[config.mk]
export PLATFORM = sky130hd
export DESIGN_NAME = ppu_oam_dma
export DESIGN_NICKNAME = d
export VERILOG_FILES = /design/src/rtl/ppu_oam_dma.sv
export SDC_FILE = /design/constraint.sdc
export NUM_CORES = 1
export LEC_CHECK = 0
export ABC_AREA = 1
export ABC_CLOCK_PERIOD_IN_PS = 2000
export BUFFER_PORTS_ARGS = -buffer_cell sky130_fd_sc_hd__buf_2
export CAP_MARGIN = 10
export CORE_MARGIN = 1.5
export CORE_UTILIZATION = 55
export CTS_BUF_LIST = sky130_fd_sc_hd__clkbuf_8
export DETAILED_ROUTE_END_ITERATION = 8
export GPL_ROUTABILITY_DRIVEN = 0
export GPL_TIMING_DRIVEN = 0
export HOLD_SLACK_MARGIN = 0.02
export PLACE_DENSITY = 0.87
export SYNTH_ARGS = -nofsm -noshare
export SYNTH_HDL_FRONTEND = slang
export SYNTH_SLANG_ARGS = --single-unit
[constraint.sdc]
create_clock -name clock25 -period 2 [get_ports clock25]
set_input_delay 0.3 -clock clock25 [delete_from_list [all_inputs] [get_ports clock25]]
set_output_delay 0.3 -clock clock25 [all_outputs]
set_load 0.02 [all_outputs]
[src/rtl/ppu_oam_dma.sv]
// Sprite DMA and OAM write-port arbiter: decodes $2003/$2004/$4014 and copies a 256-byte CPU page into OAM.
// oam_we is a one-clock25 pulse the cycle after its ce_cpu; the CPU is stalled via cpu_halt for 513/514 ce_cpu periods per DMA.
module ppu_oam_dma #(
  parameter logic [15:0] DMA_REG     = 16'h4014,
  parameter logic [15:0] OAMADDR_REG = 16'h2003,
  parameter logic [15:0] OAMDATA_REG = 16'h2004
) (
  input  logic        clock25,
  input  logic        reset_n,
  input  logic        ce_cpu,
  input  logic [15:0] cpu_a,
  input  logic [7:0]  cpu_dout,
  input  logic        cpu_w,
  input  logic [7:0]  cpu_din,
  output logic        cpu_halt,
  output logic [15:0] dma_a,
  output logic        dma_rd,
  output logic        dma_busy,
  output logic [7:0]  oam_wa,
  output logic [7:0]  oam_wd,
  output logic        oam_we,
  output logic [7:0]  oam_addr
);

  typedef enum logic [2:0] {
    S_IDLE  = 3'd0,
    S_HALT  = 3'd1,
    S_ALIGN = 3'd2,
    S_READ  = 3'd3,
    S_WRITE = 3'd4,
    S_DONE  = 3'd5
  } state_t;

  state_t      state, state_nxt;
  logic        parity;
  logic [7:0]  idx, idx_nxt;
  logic [7:0]  page, page_nxt;
  logic        cpu_halt_nxt, dma_rd_nxt, dma_busy_nxt, oam_we_nxt;
  logic [15:0] dma_a_nxt;
  logic [7:0]  oam_wa_nxt, oam_wd_nxt, oam_addr_nxt;

  always_ff @(posedge clock25) begin
    if (!reset_n) begin
      state    <= S_IDLE;
      parity   <= 1'b0;
      idx      <= 8'h00;
      page     <= 8'h00;
      cpu_halt <= 1'b0;
      dma_a    <= 16'h0000;
      dma_rd   <= 1'b0;
      dma_busy <= 1'b0;
      oam_wa   <= 8'h00;
      oam_wd   <= 8'h00;
      oam_we   <= 1'b0;
      oam_addr <= 8'h00;
    end else begin
      state    <= state_nxt;
      parity   <= parity ^ ce_cpu;
      idx      <= idx_nxt;
      page     <= page_nxt;
      cpu_halt <= cpu_halt_nxt;
      dma_a    <= dma_a_nxt;
      dma_rd   <= dma_rd_nxt;
      dma_busy <= dma_busy_nxt;
      oam_wa   <= oam_wa_nxt;
      oam_wd   <= oam_wd_nxt;
      oam_we   <= oam_we_nxt;
      oam_addr <= oam_addr_nxt;
    end
  end

  always_comb begin
    state_nxt = state;
    if (ce_cpu) begin
      case (state)
        S_IDLE:  if (cpu_w && cpu_a == DMA_REG) state_nxt = S_HALT;
        // odd parity on the dummy cycle costs one extra alignment cycle
        S_HALT:  state_nxt = parity ? S_ALIGN : S_READ;
        S_ALIGN: state_nxt = S_READ;
        S_READ:  state_nxt = S_WRITE;
        S_WRITE: state_nxt = (idx == 8'hFF) ? S_DONE : S_READ;
        S_DONE:  state_nxt = S_IDLE;
        default: state_nxt = S_IDLE;
      endcase
    end
  end

  always_comb begin
    idx_nxt      = idx;
    page_nxt     = page;
    cpu_halt_nxt = cpu_halt;
    dma_a_nxt    = dma_a;
    dma_rd_nxt   = dma_rd;
    dma_busy_nxt = dma_busy;
    oam_wa_nxt   = oam_wa;
    oam_wd_nxt   = oam_wd;
    oam_we_nxt   = 1'b0;
    oam_addr_nxt = oam_addr;
    if (ce_cpu) begin
      case (state)
        S_IDLE: begin
          if (cpu_w) begin
            if (cpu_a == OAMADDR_REG) begin
              oam_addr_nxt = cpu_dout;
            end else if (cpu_a == OAMDATA_REG) begin
              oam_wa_nxt   = oam_addr;
              oam_wd_nxt   = cpu_dout;
              oam_we_nxt   = 1'b1;
              oam_addr_nxt = oam_addr + 8'd1;
            end else if (cpu_a == DMA_REG) begin
              page_nxt     = cpu_dout;
              idx_nxt      = 8'h00;
              cpu_halt_nxt = 1'b1;
              dma_busy_nxt = 1'b1;
            end
          end
        end
        S_READ: begin
          dma_a_nxt  = {page, idx};
          dma_rd_nxt = 1'b1;
        end
        S_WRITE: begin
          // OAM target is offset from OAMADDR; OAMADDR itself is left untouched
          dma_rd_nxt = 1'b0;
          oam_wa_nxt = oam_addr + idx;
          oam_wd_nxt = cpu_din;
          oam_we_nxt = 1'b1;
          if (idx != 8'hFF) idx_nxt = idx + 8'd1;
        end
        S_DONE: begin
          cpu_halt_nxt = 1'b0;
          dma_busy_nxt = 1'b0;
          dma_a_nxt    = 16'h0000;
        end
        default: ;
      endcase
    end
  end

endmodule

==> run_results.csv <==
group,metric,value,unit
run_status,result_of_the_run,"finished, final reports clean",
sta,tightestPinTransition,520,ps
drt,drt_pre_antenna_iters,6,
critical_path,crit_path_end_kind,"flip-flop",
sta,report.final.slew_viol_count,0,
sta,finalCritPeriodShare,93.2,%
logic_synthesis,postSynthRegisterBits,63,
logic_synthesis,number_of_enable_type_register_cells_in_the_synthesized_netlist,0,
sta,skew,8.29,ps
layout,final_nets,655,
critical_path,timing.rr.start,"oam_addr[4]$_SDFFE_PN0P_",
critical_path,timing_worst_setup_path_type,"flip-flop to flip-flop",
logic_synthesis,post_synth_num_cell_types,35,
drt,detailroute.wirelength.met2,4820,um
drt,top_sig_layer,"met4",
pwr,p_leak,1.88,nW
critical_path,slowest_delay,500,ps
drt,dr_wl_cell,14.3,um
drt,via_count,3876,
floorplanning,floorplan.rows,28,
critical_path,crit_chain,"ha_1 -> a21oi_1 -> nor2_1 -> nor2_1 -> nand2_1 -> nand2_1 -> nand3_1 -> nand2_1 -> a21oi_1",
clock_network,cts_tree,"built",
pwr,vdd_ir_drop_max,343,uV
sta,fin_worst_hold_slack,246,ps
critical_path,launch_point_of_the_worst_path,"oam_addr[4]$_SDFFE_PN0P_",
logic_synthesis,synth_xor_area_share,1.78,%
logic_synthesis,ys_warn_count,0,
floorplanning,fp.dieH,82.2,um
critical_path,critical-path-slowest-cell,"dfxtp_1",
drt,ant_nets,0,
logic_synthesis,synth_most_common_cell,"nand2_1",
logic_synthesis,synth-seq-area-share,36.5,%
critical_path,worstPathRequired,2210,ps
logic_synthesis,synth.mux.area_fraction,0,%
logic_synthesis,synth_cells,519,
clock_network,clk_transition_reported_paths,70,ps
logic_synthesis,postSynthNetCount,565,
sta,fmax,536,MHz
logic_synthesis,netlist.area_leader.share,36.5,%
logic_synthesis,yosys.area.top_type,"dfxtp_1",
drt,wl_met1,4030,um
grt,groute.usage.overall,30.9,%
logic_synthesis,post_synth_main_area_contributors,"dfxtp_1, nand2_1, nand3_1",
logic_synthesis,synth_compound_area_share,15.5,%
floorplanning,die-area,6760,um2
layout,layout-area-overhead-vs-synth,20.1,%
critical_path,rr_endpoint,"oam_wa[7]$_SDFFE_PN0P_",
layout,utilization_after_layout,69.2,%
layout,fraction_of_layout_cells_with_a_size_suffix_above_1,20.9,%
placed_design,io_buffers,79,
drt,post-route-drc-count,0,
logic_synthesis,avg_inst_size_synth,6.65,um2
sta,postLayoutSetupSlackWorst,136,ps
critical_path,path_buf_inv,0,
critical_path,setup.reg_to_reg.worst_slack,140,ps
drt,wirelength,9850,um
grt,grt_overflow,0,
worst_hold_path,min-delay-path-class,"input port to flip-flop",
critical_path,critical_path.startpoint_type,"flip-flop",
critical_path,worst_setup_path_endpoint,"oam_wa[7]$_SDFFE_PN0P_",
pwr,cellPowerDensity,607,nW/um2
clock_network,numCtsBuffers,9,
sta,worst_slew_margin_rel,65.3,%
layout,diodes,0,
logic_synthesis,synth-adder-area-share,3.84,%
clock_network,post-cts-setup-buffer-count,0,
placed_design,dp_slack,-9.32,ps
clock_network,cts-htree-levels,3,
sta,period_minus_slack,1860,ps
grt,antenna_found_initial,0,
pwr,totalPowerFinal,2.51,mW
logic_synthesis,post_synth_most_frequent_cells,"nand2_1, nor2_1, dfxtp_1",
placed_design,postPlaceCellArea,3940,um2
clock_network,cts.path.max_buffers,2,
critical_path,worst_r2r_path_depth,9,
clock_network,clock_sink_total,63,
logic_synthesis,simple_gate_share_of_the_synthesized_area,33.0,%
grt,grt_pass1_vias,3477,
critical_path,worst_path_most_repeated_cell,"nand2_1",
sta,setup_viol_count_final,0,
floorplanning,top_level_ports,80,
logic_synthesis,syn_area,3450,um2
grt,grt_max_degree,11,
critical_path,worstSetupPathDepth,9,
drt,drt-initial-drc-count,345,
sta,rsz0062_at_grt,"false",
sta,finalHoldViolations,0,
clock_network,cts-root-buf,"clkbuf_8",
layout,final_design_area_no_fill,4150,um2
drt,routed-wl-met3,744,um
placed_design,dp.final_hpwl,7180,um
floorplanning,floorplan.initialDensity,57.6,%
floorplanning,core_region_area,5990,um2
drt,via_per_inst,5.63,
critical_path,timing.critical_path.fanout_max,7,
critical_path,worst_ep_arrival_time,2080,ps
grt,grt_first_pass_wirelength,15900,um
run,max_cap_violations,0,
floorplanning,die-width,82.2,um
logic_synthesis,main_combinational_cell_family_by_area_after_synthesis,"simple AND/OR/NAND/NOR gates",
critical_path,cpLargestDelayFamily,"simple AND/OR/NAND/NOR gates",
logic_synthesis,ys_async_sr_fraction,0,%
logic_synthesis,synthFlopType,"dfxtp_1",
clock_network,clkLatencyLatePin,350,ps
logic make-up (layout without fill, tap and decap cells):
kind of cell / after synthesis / after routing
AOI/OAI and AO/OA: 104 / 104
buffers and inverters: 76 / 170
xor gates and xnor gates: 7 / 7
adders and majority gates: 10 / 10
DFF: 63 / 63
and+or+nand+nor: 259 / 259
where the power goes:
part	internal [mW]	switching (mW)
logic	0.0454	0.0755
registers	1.26	0.00129
clock network	0.630	0.506
total	1.93	0.583
cells in the final DEF, fill, tap and decap left out, types with 2 or more instances in the layout:
cell type	n
nor2_4	2
o21ai_0	42
ha_1	9
dfxtp_1	60
a21oi_1	53
nor2_2	3
nand3_1	61
or2_2	3
inv_2	3
o22ai_1	2
nand2_1	96
nand2_2	4
clkbuf_8	11
nor3b_1	2
dfxtp_2	3
buf_2	85
inv_1	51
nand3b_1	2
o21ai_1	2
buf_4	6
xnor2_1	3
nor2_1	76
nand4_1	6
buf_1	2
clkbuf_1	7
xor2_1	4
routing by layer:
metal	up-vias	track usage [%]
li1	1871	-
met2	200	53.4
met1	1778	38.6
met4	0	13.1
met3	27	3.52
met5	-	0
final cells by class:
class / count / area [um2]
multi-input cells: 380 / 1870
fillers: 542 / 1850
flip-flops and latches: 63 / 1260
repair buffers: 79 / 395
inverters: 54 / 203
clock buffers: 11 / 151
plain buffers: 22 / 120
well taps: 75 / 93.8
clock inverters: 4 / 46.3
tightest hold or removal path: stages:
cell and delay [ps]:
buf_2 90, o21ai_1 60, a21oi_1 100
state kept, by name, summed over array words and instances, names as in the netlist, 3 cells and up:
register and cells:
oam_wd 8, page 8, idx 8, oam_addr 8
oam_wa 8, dma_a 16, state 3
worst min path at each step:
| stage | from | to | cells after the start |
|---|---|---|---|
| 2_1_floorplan | page[0]$_SDFFE_PN0P_ | page[0]$_SDFFE_PN0P_ | 2 |
| 3_3_place_gp | page[5]$_SDFFE_PN0P_ | page[5]$_SDFFE_PN0P_ | 2 |
| 3_5_place_dp | page[6]$_SDFFE_PN0P_ | page[6]$_SDFFE_PN0P_ | 2 |
| 4_1_cts | cpu_dout[7] | page[7]$_SDFFE_PN0P_ | 3 |
| 5_1_grt | cpu_dout[1] | page[1]$_SDFFE_PN0P_ | 3 |
| 6_report | cpu_dout[7] | page[7]$_SDFFE_PN0P_ | 3 |
stage by stage:
step	setup TNS, ps	std cells
after floorplan	0	519
after global placement	0	673
after detailed placement	-9.32	673
after CTS	0	688
after global routing	0	688
final	0	688
repair_timing:
action | CTS | global route
gates resized for setup | 1 | 4
endpoints found under the setup margin | 1 | 5
hold buffers | 0 | 0
(Power assumes the default switching activity.)
